`src/rtl/accum_led_ctrl.sv`:
```
// accum_led_ctrl: debounced switch accumulator with LED source arbitration.
// KEY3 (add) and KEY2 (clear) are debounced by a four-state sequencer.
// Each qualified press commits exactly one add or clear. The LED bank is
// registered from either the accumulator or a software PIO value.
// Optional build macro: ACC_SATURATE_EN selects a saturating add instead of
// a wrap-around add. Clear behaves the same in both builds.
module accum_led_ctrl #(
    parameter int WIDTH     = 8,
    parameter int DB_CYCLES = 500000
) (
    input  logic             Clk,
    input  logic             Reset_n,
    input  logic             Key_add_n,
    input  logic             Key_clr_n,
    input  logic [WIDTH-1:0] Sw,
    input  logic             Sel_sw,
    input  logic [WIDTH-1:0] Sw_led,
    output logic [WIDTH-1:0] Acc,
    output logic             Carry,
    output logic             Busy,
    output logic             Done,
    output logic [WIDTH-1:0] Led
);

    localparam int              CNT_W    = 20;
    localparam logic [CNT_W-1:0] CNT_LAST = CNT_W'(DB_CYCLES - 1);

    localparam logic [1:0] IDLE     = 2'd0;
    localparam logic [1:0] DEBOUNCE = 2'd1;
    localparam logic [1:0] EXEC     = 2'd2;
    localparam logic [1:0] WAIT_REL = 2'd3;

    logic [1:0]       state, state_nxt;
    logic             op_clr, op_clr_nxt;
    logic [CNT_W-1:0] db_cnt, db_cnt_nxt;
    logic             key_sel_n;
    logic             any_key_low;
    logic [WIDTH:0]   add_res;

    // Returns {carry_out, stored_value}; the sum is formed at WIDTH+1 bits.
    function automatic logic [WIDTH:0] acc_add(input logic [WIDTH-1:0] a,
                                               input logic [WIDTH-1:0] b);
        logic [WIDTH:0] sum;
        sum = {1'b0, a} + {1'b0, b};
`ifdef ACC_SATURATE_EN
        if (sum[WIDTH]) begin
            sum[WIDTH-1:0] = '1;
        end
`endif
        return sum;
    endfunction

    assign key_sel_n   = op_clr ? Key_clr_n : Key_add_n;
    assign any_key_low = !Key_add_n || !Key_clr_n;
    assign add_res     = acc_add(Acc, Sw);

    // Next-state, debounce counter and operation latch.
    always_comb begin
        state_nxt  = state;
        db_cnt_nxt = db_cnt;
        op_clr_nxt = op_clr;
        case (state)
            IDLE: begin
                if (any_key_low) begin
                    // Clear has priority when both keys are pressed together.
                    op_clr_nxt = !Key_clr_n;
                    db_cnt_nxt = '0;
                    state_nxt  = DEBOUNCE;
                end
            end
            DEBOUNCE: begin
                if (key_sel_n) begin
                    state_nxt = IDLE;
                end else if (db_cnt == CNT_LAST) begin
                    state_nxt = EXEC;
                end else begin
                    db_cnt_nxt = db_cnt + 1'b1;
                end
            end
            EXEC: begin
                db_cnt_nxt = '0;
                state_nxt  = WAIT_REL;
            end
            WAIT_REL: begin
                // Any low key restarts the release qualification window.
                if (any_key_low) begin
                    db_cnt_nxt = '0;
                end else if (db_cnt == CNT_LAST) begin
                    state_nxt = IDLE;
                end else begin
                    db_cnt_nxt = db_cnt + 1'b1;
                end
            end
            default: begin
                state_nxt  = IDLE;
                db_cnt_nxt = '0;
            end
        endcase
    end

    // Sequencer state, Busy and the one-cycle Done pulse.
    always_ff @(posedge Clk or negedge Reset_n) begin
        if (!Reset_n) begin
            state  <= IDLE;
            db_cnt <= '0;
            op_clr <= 1'b0;
            Busy   <= 1'b0;
            Done   <= 1'b0;
        end else begin
            state  <= state_nxt;
            db_cnt <= db_cnt_nxt;
            op_clr <= op_clr_nxt;
            Busy   <= (state_nxt != IDLE);
            Done   <= (state == EXEC);
        end
    end

    // Accumulator and sticky carry change only in the EXEC cycle.
    always_ff @(posedge Clk or negedge Reset_n) begin
        if (!Reset_n) begin
            Acc   <= '0;
            Carry <= 1'b0;
        end else if (state == EXEC) begin
            if (op_clr) begin
                Acc   <= '0;
                Carry <= 1'b0;
            end else begin
                Acc   <= add_res[WIDTH-1:0];
                Carry <= Carry | add_res[WIDTH];
            end
        end
    end

    // Registered LED drive from the selected source.
    always_ff @(posedge Clk or negedge Reset_n) begin
        if (!Reset_n) begin
            Led <= '0;
        end else begin
            Led <= Sel_sw ? Sw_led : Acc;
        end
    end

endmodule
```
`config.mk`:
```
export PLATFORM = sky130hd
export DESIGN_NAME = accum_led_ctrl
export DESIGN_NICKNAME = d
export VERILOG_FILES = /design/src/rtl/accum_led_ctrl.sv
export SDC_FILE = /design/constraint.sdc
export NUM_CORES = 1
export LEC_CHECK = 0
export ABC_AREA = 1
export BUFFER_PORTS_ARGS = -buffer_cell sky130_fd_sc_hd__buf_4
export CAP_MARGIN = 10
export CORE_ASPECT_RATIO = 0.9
export CORE_UTILIZATION = 30
export CTS_CLUSTER_DIAMETER = 200
export DETAILED_ROUTE_END_ITERATION = 7
export GPL_TIMING_DRIVEN = 0
export PLACE_DENSITY = 0.54
export SETUP_SLACK_MARGIN = 0.1
export SKIP_LAST_GASP = 1
export SLEW_MARGIN = 20
export SYNTH_ARGS = -nofsm -noshare
export SYNTH_HDL_FRONTEND = slang
export SYNTH_SLANG_ARGS = --single-unit
```
`constraint.sdc`:
```
create_clock -name Clk -period 2.7 [get_ports Clk]
set_input_delay 0.27 -clock Clk [delete_from_list [all_inputs] [get_ports Clk]]
set_output_delay 0.27 -clock Clk [all_outputs]
set_load 0.005 [all_outputs]
```
# After elaboration in Yosys (flattened, before gate mapping)
# Index checks and enable logic that the tools add are counted.
# Widths: inputs -> output; s select.
# totals
wordCells	39
reg_bits	42
# classes
bitwise_logic	1
mux	15
eq_ne	6
n_addsub	2
n_reduce_logical	7
# op_table
op	n
$mux 20	4
$pmux 20 s4	1
$add 20x1->20 const B	1
$eq 20x19->1 const B	1
$mux 8	2
$mux 2	5
$add 8x8->9	1
$pmux 2 s4	1
$eq 2x2->1 const B	2
$ne 2x2->1 const B	2
$reduce_and 2->1	2
$eq 2x1->1 const B	1
$logic_not 1->1	2
$logic_not 2->1	1
$mux 1	2
$reduce_bool 2->1	1
$logic_or 1x1->1	1
$or 1x1->1	1

# Depth between registers and ports, before layout
# depth
ltp_word	5
depth_mapped	12

# Worst setup path before layout
# OpenSTA, ideal clock, no wires.
# synth_path
path_type	reg-to-reg
startpoint	register Acc[0]
endpoint	register Acc[6]
arrival_time_ns	1.485
path_stages_with_launch	9
setup_time_ns	0.131
slack_ns	1.084
path_buffers	0
synth_period_minus_slack_ns	1.616
t_required_ns	2.569
cell_sequence	dfrtp_1 ha_1 inv_1 fa_1 nand3b_1 nand2_1 a21oi_1 o21ai_0 o22ai_1
# synth_between
elab_chain_len	2
# synth_rtl
element	line	rtl
start, declared	18	output logic [WIDTH-1:0] Acc,
start signal, assigned	128	Acc <= add_res[WIDTH-1:0];
$add 8x8->9	44	sum = {1'b0, a} + {1'b0, b};
$mux 8	124	if (op_clr) begin
# Every way passes these cells.
# A chain may end at the register's enable or synchronous reset.

# Final worst setup path
# Ends and elaborated chain as after synthesis.

==> results.txt <==
# resized after CTS = 0
sequential area share after synthesis = 39.7%
Final GP Congestion = 0.871
DR WL met2 = 3.21 mm
dpl ws = 0.858 ns
clock skew = 0.0161 ns
post-route met1 wirelength = 3.27 mm
CTS Buf Count = 5
Power Dens Cells = 551 mW/mm2
CTS root buffer = clkbuf_8
# fillers = 948
Yosys cell types = 34
die height = 91.1 um
most frequent cells in the layout = nand2_1, inv_1, dfrtp_1, buf_4, nor2_1
via count of the first global-routing pass = 2445
Die W = 101 um
FF/Latch Area = 0.00105 mm2
setup bufs post-CTS = 0
Post-CTS Hold Buffers = 1
unrepaired setup endpoints after global routing = false
Synth Area in Adders = 5.01%
post-synthesis area per instance = 7.37 um2
Final setup viols = 0
Synth Area in Simple Gates = 33.9%
Max-cap violations = 0
Synth Warn # = 0
Max IR drop VDD = 0.000246 V
Tmin final = 1.84 ns
vias = 2485
port bufs = 39
core box area = 0.00857 mm2
layout cells sized above 1 = 17.2%
Clock Tree Buf Depth = 2
Rel. slew slack = 62.3%
clk slew on worst S/H paths = 0.09 ns
setup_tns = 0 ns
xor/xnor cell area share of the yosys netlist = 1.65%
first-pass GRT wire length = 11.6 mm
post-synthesis compound-gate area fraction = 10.9%
Starting Density = 30.9%
number of remaining DRC errors = 0
Pre-Repair DR Iteration Count = 4
DR WL met3 = 248 um
worst-margin pin slew = 0.565 ns
Cells after DPL = 517
CP Data Arrival Time = 2.02 ns
Top Ports = 40
CTS tree = yes
FMAX = 544 MHz
total power = 1.75 mW
worst setup path category = register to register
fin cells = 526
Fin. Hold Viols = 0
largest family of logic cells by synthesized area = simple AND/OR/NAND/NOR gates
Multi-input gate area = 0.00136 mm2
Die Area = 0.00921 mm2
Max H-tree Level = 2
Inserted Diodes = 0
WL/cell = 12.9 um
Crit path required time = 2.88 ns
Synth Net Count = 390
Num Clock Sinks = 42
Lkg Pwr = 1.54 nW
Mapped Cells = 359
mux contribution to synthesized area = 0%
All-Layer GR Usage = 16.1%
Via density = 4.72
Startpoint Class = register
most common cell after layout, fill and taps aside = nand2_1
ANT nets after route = 0
reg2reg path depth = 8
Area growth, synth to finish = 20.3%
Hold WC Path Type = primary input to register
CP endpoint kind = register
run status = complete, no violations
number of antenna violations at the first check in global routing = 0
FP Rows = 32
Routed WL = 6.80 mm
pins over their slew limit = 0
fin nets = 437
Final period util = 68.0%
setup slack after layout = 0.863 ns
mapped cell area = 0.00265 mm2
detailed placement HPWL = 5.18 mm
worst hold path stage count = 3
clk_lat worst skew = 0.31 ns
global route overflow = 0
largest net degree at the start of global routing = 43
Max Fanout on Critical Path = 3
post-synthesis sequential element count = 42
Initial DRC Count = 99
Top Metal Used = met4
## metal layers
layer,vias to the layer above,track usage [%]
met3,7,2.62
li1,1256,-
met5,-,0
met1,1180,22.6
met2,42,25.6
met4,0,3.99
## registers in the layout, summed over array words and instances (netlist names)
name / count
db_cnt: 20
Acc: 8
Led: 8
state: 2
Busy: 1
Carry: 1
Done: 1
op_clr: 1
## Yosys cell counts
library cell,n,area (um2)
nand2_1,97,364
inv_1,51,191
dfrtp_1,42,1050
nor2_1,30,113
nand3_1,24,120
o21ai_0,24,120
a21oi_1,12,60.1
nand4_1,12,75.1
ha_1,9,113
nor3_1,9,45.0
nor2_2,7,43.8
o22ai_1,6,37.5
nand2_2,3,18.8
nor2_4,3,33.8
o2111ai_1,3,26.3
o21bai_1,3,22.5
xor2_1,3,26.3
and2_1,2,12.5
clkbuf_1,2,7.51
inv_2,2,7.51
xnor2_1,2,17.5
a31oi_1,1,6.26
and3_1,1,6.26
buf_4,1,7.51
buf_6,1,11.3
fa_1,1,20.0
inv_6,1,8.76
nand2_4,1,11.3
nand3_2,1,10.0
nand3_4,1,17.5
nand3b_1,1,7.51
nor3b_2,1,12.5
o21ai_4,1,16.3
or2_2,1,6.26
## layout make-up
class | count | share of cell area, %
Buffer | 4 | 0.825
Clock buffer | 6 | 2.28
Sequential cell | 42 | 33.0
Multi-Input combinational cell | 259 | 42.8
Clock inverter | 2 | 0.432
Timing Repair Buffer | 40 | 9.51
Inverter | 54 | 6.52
Tap cell | 119 | 4.67
## kinds of logic (layout without fill, tap and decap cells)
kind of cell,count (synthesis),after routing
AOI/OAI and AO/OA,50,50
xor gates and xnor gates,5,5
adders and majority gates,10,10
buffers and inverters,58,106
DFF,42,42
and+or+nand+nor,194,194
## stage by stage
step	utilization [%]	cell area (um2)	hold slack [ns]
after floorplan	-	2650	-0.0256
after global placement	36.1	3090	0.311
after detailed placement	36.1	3090	0.316
after CTS	37.2	3190	0.162
after global routing	37.2	3190	0.164
final	37.2	3190	0.165
## critical path, cell delays in order, from the launching register on
cell	delay, ns
dfrtp_1	0.38
ha_1	0.18
inv_1	0.05
fa_1	0.41
nand3b_1	0.18
nand2_1	0.16
a21oi_1	0.10
o21ai_0	0.16
o22ai_1	0.09
## power by group
group / internal [mW] / switching, mW
Sequential: 0.688 / 0.0653
Combinational: 0.208 / 0.373
Clock: 0.183 / 0.237
## path summary, 6_finish.rpt
check                      startpoint         to  slack [ns]
max                            Acc[0]     Acc[6]        0.86
min                         Sw_led[5]     Led[5]        0.17
max reg2reg                    Acc[0]     Acc[6]        0.86
min reg2reg                    op_clr      Carry        0.49
max in group asynchronous     Reset_n  db_cnt[4]        1.81
min in group asynchronous     Reset_n     Acc[7]        0.50
(Power assumes the default switching activity.)
